**src/rtl/bcd_calc_pkg.sv**
```systemverilog
// Shared definitions for the serial BCD calculator.
// Holds the FSM state encoding, the BCD digit width and the digit helper
// functions used by the top level.
package bcd_calc_pkg;

  localparam int BCD_W = 4;

  typedef enum logic [1:0] {
    S_IDLE = 2'd0,
    S_CALC = 2'd1,
    S_FIX  = 2'd2,
    S_DONE = 2'd3
  } state_t;

  // 9's complement of one BCD digit (input assumed 0..9).
  function automatic logic [BCD_W-1:0] nines_comp(input logic [BCD_W-1:0] d);
    return BCD_W'(4'd9 - d);
  endfunction

  // True when a nibble is not a legal BCD digit.
  function automatic logic digit_bad(input logic [BCD_W-1:0] d);
    return (d > 4'd9);
  endfunction

endpackage

```
**src/rtl/bcd_seq_calc_digit_adder.sv**
```systemverilog
// Combinational one-digit BCD adder.
// Ports:
//   i_a, i_b : BCD digits (0..9)
//   i_cin    : carry in
//   o_sum    : decimal-corrected sum digit (0..9)
//   o_cout   : decimal carry out
module bcd_digit_adder
  import bcd_calc_pkg::*;
(
  input  logic [BCD_W-1:0] i_a,
  input  logic [BCD_W-1:0] i_b,
  input  logic             i_cin,
  output logic [BCD_W-1:0] o_sum,
  output logic             o_cout
);

  logic [BCD_W:0] w_raw;

  // Binary sum is at most 9+9+1 = 19, so one subtraction of 10 suffices.
  assign w_raw  = {1'b0, i_a} + {1'b0, i_b} + {{BCD_W{1'b0}}, i_cin};
  assign o_cout = (w_raw > (BCD_W+1)'(9));
  assign o_sum  = o_cout ? BCD_W'(w_raw - (BCD_W+1)'(10)) : w_raw[BCD_W-1:0];

endmodule

```
**src/rtl/bcd_seq_calc.sv**
```systemverilog
// Serial packed-BCD add/subtract unit, one digit per clock, LSD first.
// Ports:
//   CLOCK_50  : clock, rising edge
//   rst       : synchronous active-high reset
//   start     : operation request, sampled only in IDLE
//   mode      : 0 = a+b, 1 = a-b (sampled with start)
//   a, b      : packed BCD operands, LSD in [3:0]
//   busy      : high in CALC and FIX
//   done      : one-cycle completion pulse
//   result    : packed BCD result (|a-b| for a negative subtraction)
//   ovf       : addition carried out of the MSD
//   neg       : subtraction had a<b
//   err       : an operand digit was > 9 at acceptance
//   dbg_state : current FSM state
//
// Handshake: a request is accepted on any rising edge where the FSM is IDLE
// and start=1; there is no ready signal, so start outside IDLE is simply
// dropped. busy covers the working cycles, done pulses for exactly one cycle
// when the result/flags become valid, and they then hold until the next
// accepted request.
module bcd_seq_calc
  import bcd_calc_pkg::*;
#(
  parameter int DIGITS = 4
) (
  input  logic                    CLOCK_50,
  input  logic                    rst,
  input  logic                    start,
  input  logic                    mode,
  input  logic [BCD_W*DIGITS-1:0] a,
  input  logic [BCD_W*DIGITS-1:0] b,
  output logic                    busy,
  output logic                    done,
  output logic [BCD_W*DIGITS-1:0] result,
  output logic                    ovf,
  output logic                    neg,
  output logic                    err,
  output logic [1:0]              dbg_state
);

  localparam int W     = BCD_W * DIGITS;
  localparam int IDX_W = (DIGITS > 1) ? $clog2(DIGITS) : 1;

  state_t             r_state;
  state_t             w_next;
  logic [W-1:0]       r_a;
  logic [W-1:0]       r_b;
  logic               r_mode;
  logic [IDX_W-1:0]   r_idx;
  logic               r_carry;
  logic [W-1:0]       r_result;
  logic               r_ovf;
  logic               r_neg;
  logic               r_err;

  logic               w_bad;
  logic               w_last;
  logic [BCD_W-1:0]   w_op_a;
  logic [BCD_W-1:0]   w_op_b;
  logic [BCD_W-1:0]   w_sum;
  logic               w_cout;

  always_comb begin
    w_bad = 1'b0;
    for (int i = 0; i < DIGITS; i++) begin
      w_bad = w_bad | digit_bad(a[i*BCD_W +: BCD_W]) | digit_bad(b[i*BCD_W +: BCD_W]);
    end
  end

  assign w_last = (r_idx == IDX_W'(DIGITS - 1));

  // The single adder is shared: CALC adds a to b (or 9's complement of b),
  // FIX adds the 9's complement of the stored result to zero with the
  // carry chain seeded to 1, giving the 10's complement.
  always_comb begin
    w_op_a = r_a[r_idx*BCD_W +: BCD_W];
    w_op_b = r_mode ? nines_comp(r_b[r_idx*BCD_W +: BCD_W]) : r_b[r_idx*BCD_W +: BCD_W];
    if (r_state == S_FIX) begin
      w_op_a = nines_comp(r_result[r_idx*BCD_W +: BCD_W]);
      w_op_b = '0;
    end
  end

  bcd_digit_adder u_adder (
    .i_a   (w_op_a),
    .i_b   (w_op_b),
    .i_cin (r_carry),
    .o_sum (w_sum),
    .o_cout(w_cout)
  );

  always_comb begin
    w_next = r_state;
    case (r_state)
      S_IDLE: if (start) w_next = w_bad ? S_DONE : S_CALC;
      S_CALC: if (w_last) w_next = (r_mode && !w_cout) ? S_FIX : S_DONE;
      S_FIX:  if (w_last) w_next = S_DONE;
      S_DONE: w_next = S_IDLE;
      default: w_next = S_IDLE;
    endcase
  end

  always_ff @(posedge CLOCK_50) begin
    if (rst) r_state <= S_IDLE;
    else     r_state <= w_next;
  end

  always_ff @(posedge CLOCK_50) begin
    if (rst) begin
      r_a      <= '0;
      r_b      <= '0;
      r_mode   <= 1'b0;
      r_idx    <= '0;
      r_carry  <= 1'b0;
      r_result <= '0;
      r_ovf    <= 1'b0;
      r_neg    <= 1'b0;
      r_err    <= 1'b0;
    end else begin
      case (r_state)
        S_IDLE: begin
          if (start) begin
            r_a      <= a;
            r_b      <= b;
            r_mode   <= mode;
            r_idx    <= '0;
            r_carry  <= mode;
            r_result <= '0;
            r_ovf    <= 1'b0;
            r_neg    <= 1'b0;
            r_err    <= w_bad;
          end
        end
        S_CALC: begin
          r_result[r_idx*BCD_W +: BCD_W] <= w_sum;
          r_carry <= w_cout;
          if (w_last) begin
            r_idx <= '0;
            if (!r_mode) begin
              r_ovf <= w_cout;
            end else if (!w_cout) begin
              // No final borrow-free carry: a<b, result is 10's complement.
              r_neg   <= 1'b1;
              r_carry <= 1'b1;
            end
          end else begin
            r_idx <= r_idx + IDX_W'(1);
          end
        end
        S_FIX: begin
          r_result[r_idx*BCD_W +: BCD_W] <= w_sum;
          r_carry <= w_cout;
          r_idx   <= w_last ? '0 : r_idx + IDX_W'(1);
        end
        default: ;
      endcase
    end
  end

  assign busy      = (r_state == S_CALC) || (r_state == S_FIX);
  assign done      = (r_state == S_DONE);
  assign result    = r_result;
  assign ovf       = r_ovf;
  assign neg       = r_neg;
  assign err       = r_err;
  assign dbg_state = r_state;

endmodule

```
**config.mk**
```make
export PLATFORM = sky130hd
export DESIGN_NAME = bcd_seq_calc
export DESIGN_NICKNAME = d
export VERILOG_FILES = /design/src/rtl/bcd_calc_pkg.sv /design/src/rtl/bcd_seq_calc_digit_adder.sv /design/src/rtl/bcd_seq_calc.sv
export SDC_FILE = /design/constraint.sdc
export NUM_CORES = 1
export LEC_CHECK = 0
export CORE_UTILIZATION = 47
export CTS_CLUSTER_DIAMETER = 200
export DETAILED_ROUTE_END_ITERATION = 12
export GPL_TIMING_DRIVEN = 1
export PLACE_DENSITY = 0.76
export SYNTH_ARGS = -nofsm -noshare
export SYNTH_HDL_FRONTEND = slang
export SYNTH_SLANG_ARGS = --single-unit
```
**constraint.sdc**
```tcl
create_clock -name CLOCK_50 -period 3.3 [get_ports CLOCK_50]
set_input_delay 0.33 -clock CLOCK_50 [delete_from_list [all_inputs] [get_ports CLOCK_50]]
set_output_delay 0.33 -clock CLOCK_50 [all_outputs]
set_load 0.02 [all_outputs]
```
# Word level (Yosys, flattened, before mapping)
# Cells that the tools add are included.
[classes] n_reduce_logical=14 bitwise=7 add_sub_neg=7 n_eq_ne=10 shift=5 n_mux=28 order_cmp=9
[op_table] operator="$shiftx A16 B5 Y4" count=3
[op_table] operator="$neg A4 Y34" count=1
[op_table] operator="$shift A4 B34 Y16 const A" count=1
[op_table] operator="$shiftx A4 B34 Y16" count=1
[op_table] operator="$gt A4 B4 Y1 const B" count=8
[op_table] operator="$pmux W16 S2" count=1
[op_table] operator="$bwmux W16" count=1
[op_table] operator="$mux W16" count=1
[op_table] operator="$mux W4" count=4
[op_table] operator="$mux W2" count=6
[op_table] operator="$ne A2 B2 Y1 const B" count=6
[op_table] operator="$mux W1" count=10
[op_table] operator="$pmux W2 S4" count=1
[op_table] operator="$sub A4 B4 Y4 const A" count=2
[op_table] operator="$or A1 B1 Y1" count=7
[op_table] operator="$eq A2 B2 Y1 const B" count=3
[op_table] operator="$reduce_and A2 Y1" count=3
[op_table] operator="$add A4 B4 Y5" count=1
[op_table] operator="$add A5 B1 Y5" count=1
[op_table] operator="$gt A5 B4 Y1 const B" count=1
[op_table] operator="$reduce_and A5 Y1" count=1
[op_table] operator="$pmux W1 S2" count=2
[op_table] operator="$pmux W2 S2" count=1
[op_table] operator="$reduce_and A4 Y1" count=1
[op_table] operator="other kinds (12)" count=13
[word_totals] reg_bits=57 in_bits=36 elab_cells=90

# Longest topological paths before layout
# Gate-level depths: netlist (run 1).
[depth] word_depth=12 ltp_mapped=14 depth_no_buf=13

# Modules after synthesis
# Synthesis (run 1) repeated with hierarchy kept, for this count alone.
[hier_totals] hier_cells=349 area_unflattened_um2=3022.9
[by_module_without_submodules] module="bcd_seq_calc" instances=1 cells_each=327 area_each_um2=2811.4
[by_module_without_submodules] module="bcd_digit_adder" instances=1 cells_each=22 area_each_um2=211.5

# Least setup slack after synthesis (run 1)
# Ideal clock, no wire load.
[synth_timing] path_kind="register -> register" start="register r_idx[0]" end="register r_result[14] (netlist: result[14])" path_buffers=3 setup_slack_ps=-168 synth_period_minus_slack_ps=3468 setup_ps=59 required_ps=3241 path_stages_with_launch=14 arrival_ps=3409 path_cell_list="dfxtp_1 > buf_2 > buf_2 > mux4_2 > inv_1 > ha_1 > mux2_2 > ha_1 > buf_6 > and3b_4 > or3_4 > a21o_1 > a32oi_2 > a22o_1"
[synth_via] elab_chain_cells=11
[synth_rtl] item="start, declared" line_no="bcd_seq_calc.sv:49" text="logic [IDX_W-1:0] r_idx;"
[synth_rtl] item="start signal, assigned" line_no="bcd_seq_calc.sv:147" text="r_idx <= r_idx + IDX_W'(1);"
[synth_rtl] item="start signal, assigned" line_no="bcd_seq_calc.sv:153" text="r_idx <= w_last ? '0 : r_idx + IDX_W'(1);"
[synth_rtl] item="$shiftx A16 B5 Y4" line_no="bcd_seq_calc.sv:77" text="w_op_b = r_mode ? nines_comp(r_b[r_idx*BCD_W +: BCD_W]) : r_b[r_idx*BCD_W +: BCD_W];"
[synth_rtl] item="$sub A4 B4 Y4" line_no="bcd_calc_pkg.sv:17" text="return BCD_W'(4'd9 - d);"
[synth_rtl] item="$mux W4" line_no="bcd_seq_calc.sv:77"
[synth_rtl] item="$mux W4" line_no="bcd_seq_calc.sv:78" text="if (r_state == S_FIX) begin"
[synth_rtl] item="$add A4 B4 Y5" line_no="bcd_seq_calc_digit_adder.sv:20" text="assign w_raw = {1'b0, i_a} + {1'b0, i_b} + {{BCD_W{1'b0}}, i_cin};"
[synth_rtl] item="$add A5 B1 Y5" line_no="bcd_seq_calc_digit_adder.sv:20"
[synth_rtl] item="$sub A4 B4 Y4 or $gt A5 B4 Y1 (tied branches)" line_no="bcd_seq_calc_digit_adder.sv:22, bcd_seq_calc_digit_adder.sv:21"
[synth_rtl] item="$mux W4" line_no="bcd_seq_calc_digit_adder.sv:22" text="assign o_sum = o_cout ? BCD_W'(w_raw - (BCD_W+1)'(10)) : w_raw[BCD_W-1:0];"
[synth_rtl] item="$shiftx A4 B34 Y16" line_no="bcd_seq_calc.sv:135, bcd_seq_calc.sv:151"
[synth_rtl] item="$bwmux W16 (*)" line_no="bcd_seq_calc.sv:135, bcd_seq_calc.sv:151"
[synth_rtl] item="$pmux W16 S2 (*)" line_no="bcd_seq_calc.sv:120" text="case (r_state)"
[synth_rtl] item="end signal, assigned by index" line_no="bcd_seq_calc.sv:135" text="r_result[r_idx*BCD_W +: BCD_W] <= w_sum;"
[synth_rtl] item="end signal, assigned by index" line_no="bcd_seq_calc.sv:151" text="r_result[r_idx*BCD_W +: BCD_W] <= w_sum;"
[synth_rtl] item="end, declared" line_no="bcd_seq_calc.sv:51" text="logic [W-1:0] r_result;"
# Every way passes the cells marked *; elsewhere a longest branch is shown, timed or not.
# A chain may end at the register's enable or synchronous reset.

# Worst setup path in the final report (run 1)
[layout_timing] start="register r_idx[0]" end="register r_result[6] (netlist: result[6])"
# Same word-level chain as after synthesis.

==> out/qor.yml, run 1 <==
status: "finished, final reports clean"
drcViolationCount: 0
clkLatencyLatePin_ns: 0.34
routed.top_layer: "met4"
ir_drop_mv: 0.550
cts_htree_levels: 3
synth.distinct_cells: 47
grt_usage: 0.256
ff2ff_path_depth: 10
core_um2: 6060
r2r-end: "result[6]$_SDFFE_PP0P_"
rrSetupSlack_ns: 0.12
dr.pass1.iters: 4
fin_util: 0.651
pin_count: 59
dr_wl_met2_mm: 3.62
slew_headroom: 0.587
end_kind: "flip-flop"
worst_slew_pin_slew_ns: 0.616
antenna_found_initial: 0
power_density_nw_per_um2: 801
clock_path_buffers: 2
synth_area_leaders: "dfxtp_1 38%, nand2_1 9.7%, mux4_2 8.9%, a21oi_1 8.4%, ha_1 5.8%"
ys.flop_type: "dfxtp_1"
holdBufCountCts: 0
cts_sinks: 57
cts-root-buf: "clkbuf_8"
fin_nets: 478
drt-total-wl_mm: 7.76
path_max_fanout: 6
slew_violations: 0
grt_max_degree: 46
yosys_warnings: 0
min-delay-start: "ovf$_SDFFE_PP0P_"
cts.clk_slew.worst_paths_ns: 0.07
die_h_um: 82.2
fin_hold_ws_ns: 0.453
critPathRequiredTime_ns: 3.58
finalCriticalPeriod_ns: 3.18
hpwl_mm: 5.82
row_count: 28
antenna_cells: 0
syn_area_per_cell_um2: 8.49
wl_per_cell_um: 15.4
cts_inserted_buffers: 9
synth_edf_count: 0
arrival_ns: 3.46
hold_violations: 0
r2r-start: "r_idx[0]$_SDFFE_PP0P_"
cap_violations: 0
viasPerCell: 5.55
yosys.area.top_type: "dfxtp_1"
timing.fmax_mhz: 314
yosysMostFrequentCell: "nand2_1"
syn_nets: 408
die_area_um2: 6750
worstSetupPathType: "flip-flop to flip-flop"
drt_iter0_drc: 173
synth_cells: 356
vias: 2805
synth_common_cells: "78 x nand2_1, 57 x dfxtp_1, 51 x a21oi_1"
cts_tree: "built"
portBuffers: 58
min_to: "ovf$_SDFFE_PP0P_"
fp.dieW_um: 82.2
wl_met3_um: 508
initial_utilization: 0.499
setup_viol: 0
async_flop_share: 0
worstSetupStartpointType: "flip-flop"
grt.overflow.total: 0
ant_nets: 0
gp_congestion: 0.962
min_period_over_period: 0.965
power.leakage_uw: 0.00147
met1Wirelength_mm: 3.53
hold_depth: 2
finClkSkew_ns: 0.00882
yosysSeqAreaShare: 0.378
yosysTopAreaCellShare: 0.378
grt_pass1_vias: 2670
grt_pass1_wl_mm: 12.7
hold_path.class: "flip-flop to flip-flop"
drive_gt1_frac: 0.140
area_growth_pct: 30.6
ys_seq_elements: 57
syn_area_um2: 3020
registers in the layout, indices dropped and copies added (netlist names):
signal	count
dbg_state	2
err	1
neg	1
ovf	1
r_a	16
r_b	16
r_carry	1
r_idx	2
r_mode	1
result	16
worst max-delay path, cell delays in order, from the launching register on:
cell     delay [ns]
dfxtp_4        0.41
mux4_2         0.52
inv_1          0.10
ha_1           0.23
mux2_2         0.27
ha_2           0.33
and3b_4        0.22
or3_4          0.39
a21o_1         0.20
a32oi_2        0.26
a22o_1         0.20
power by group:
group / internal, uW / total [uW] / leakage (uW) / switching [uW]
clock: 283 / 554 / 0.0000887 / 271
combinational: 770 / 1730 / 0.000912 / 958
sequential: 797 / 879 / 0.000466 / 82.5
total: 1850 / 3160 / 0.00147 / 1310
per-layer routing:
layer,global-route usage,up-vias
met5,0,-
met4,0.0947,0
met3,0.0571,9
met2,0.398,107
met1,0.347,1303
li1,-,1386
layout make-up:
cell class	instances	area, um^2
fill	520	2110
multi-input combinational	261	1740
sequential	57	1140
timing repair buffer	78	734
clock buffer	11	141
tap	75	93.8
inverter	19	71.3
clock inverter	4	20.0
metrics by stage:
stage | instance area, um^2 | TNS (ns) | power (uW) | setup WS, ns | cells
final | 3950 | 0 | 3160 | 0.115 | 505
after global routing | 3950 | -0.0784 | 3390 | -0.0563 | 505
after global placement | 3760 | 0 | 2530 | 0.0137 | 490
after floorplan | 3030 | 0 | 2040 | 0.0171 | 356
after detailed placement | 3760 | -0.509 | 2570 | -0.0855 | 490
after CTS | 3920 | 0 | 3130 | 0.0307 | 505
worst max-delay path by stage:
| stage | startpoint | to | slack [ns] | depth (start not counted) |
|---|---|---|---|---|
| final | r_idx[0]$_SDFFE_PP0P_ | result[6]$_SDFFE_PP0P_ | 0.12 | 10 |
| after global routing | r_idx[0]$_SDFFE_PP0P_ | r_carry$_SDFFE_PP0P_ | -0.06 | 14 |
| after CTS | r_idx[0]$_SDFFE_PP0P_ | result[6]$_SDFFE_PP0P_ | 0.03 | 12 |
| after detailed placement | r_idx[0]$_SDFFE_PP0P_ | result[6]$_SDFFE_PP0P_ | -0.09 | 12 |
| after global placement | r_idx[0]$_SDFFE_PP0P_ | result[14]$_SDFFE_PP0P_ | 0.01 | 12 |
| after floorplan | r_idx[0]$_SDFFE_PP0P_ | result[14]$_SDFFE_PP0P_ | 0.02 | 13 |
logic make-up after synthesis:
group	synth area share
fa+ha+maj	0.0712
buf+inv	0.0518
compound gates	0.205
mux	0.0932
simple gates	0.185
xor+xnor	0.0170
flops	0.378
cell usage in the layout, fill, tap and decap left out, types with 3 or more instances in the layout:
cell type	n
a211oi_1	3
a21o_1	3
a21oi_1	48
a21oi_2	4
a22o_1	8
and2_1	3
buf_4	19
clkbuf_8	10
clkdlybuf4s50_1	58
clkinv_2	4
dfxtp_1	56
ha_1	13
inv_1	19
mux4_2	12
nand2_1	78
nand2b_1	4
nand3_1	6
nand4_1	4
nor2_1	15
nor3_1	6
o21ai_0	18
o2bb2ai_1	3
xnor2_1	3
timing repair:
action	in CTS	in global routing
pin swaps	0	4
setup buffers	0	0
setup endpoints to repair	13	15
gates resized for setup	1	7
(Power assumes the default switching activity.)
==> run 2: changes to the inputs <==
--- a/config.mk
+++ b/config.mk
@@ -5,6 +5,7 @@
 export SDC_FILE = /design/constraint.sdc
 export NUM_CORES = 1
 export LEC_CHECK = 0
+export CAP_MARGIN = 20
 export CORE_UTILIZATION = 47
 export CTS_CLUSTER_DIAMETER = 200
 export DETAILED_ROUTE_END_ITERATION = 12
==> results of run 2 <==
No change in the layout: final DEF, timing and power equal those of run 1.
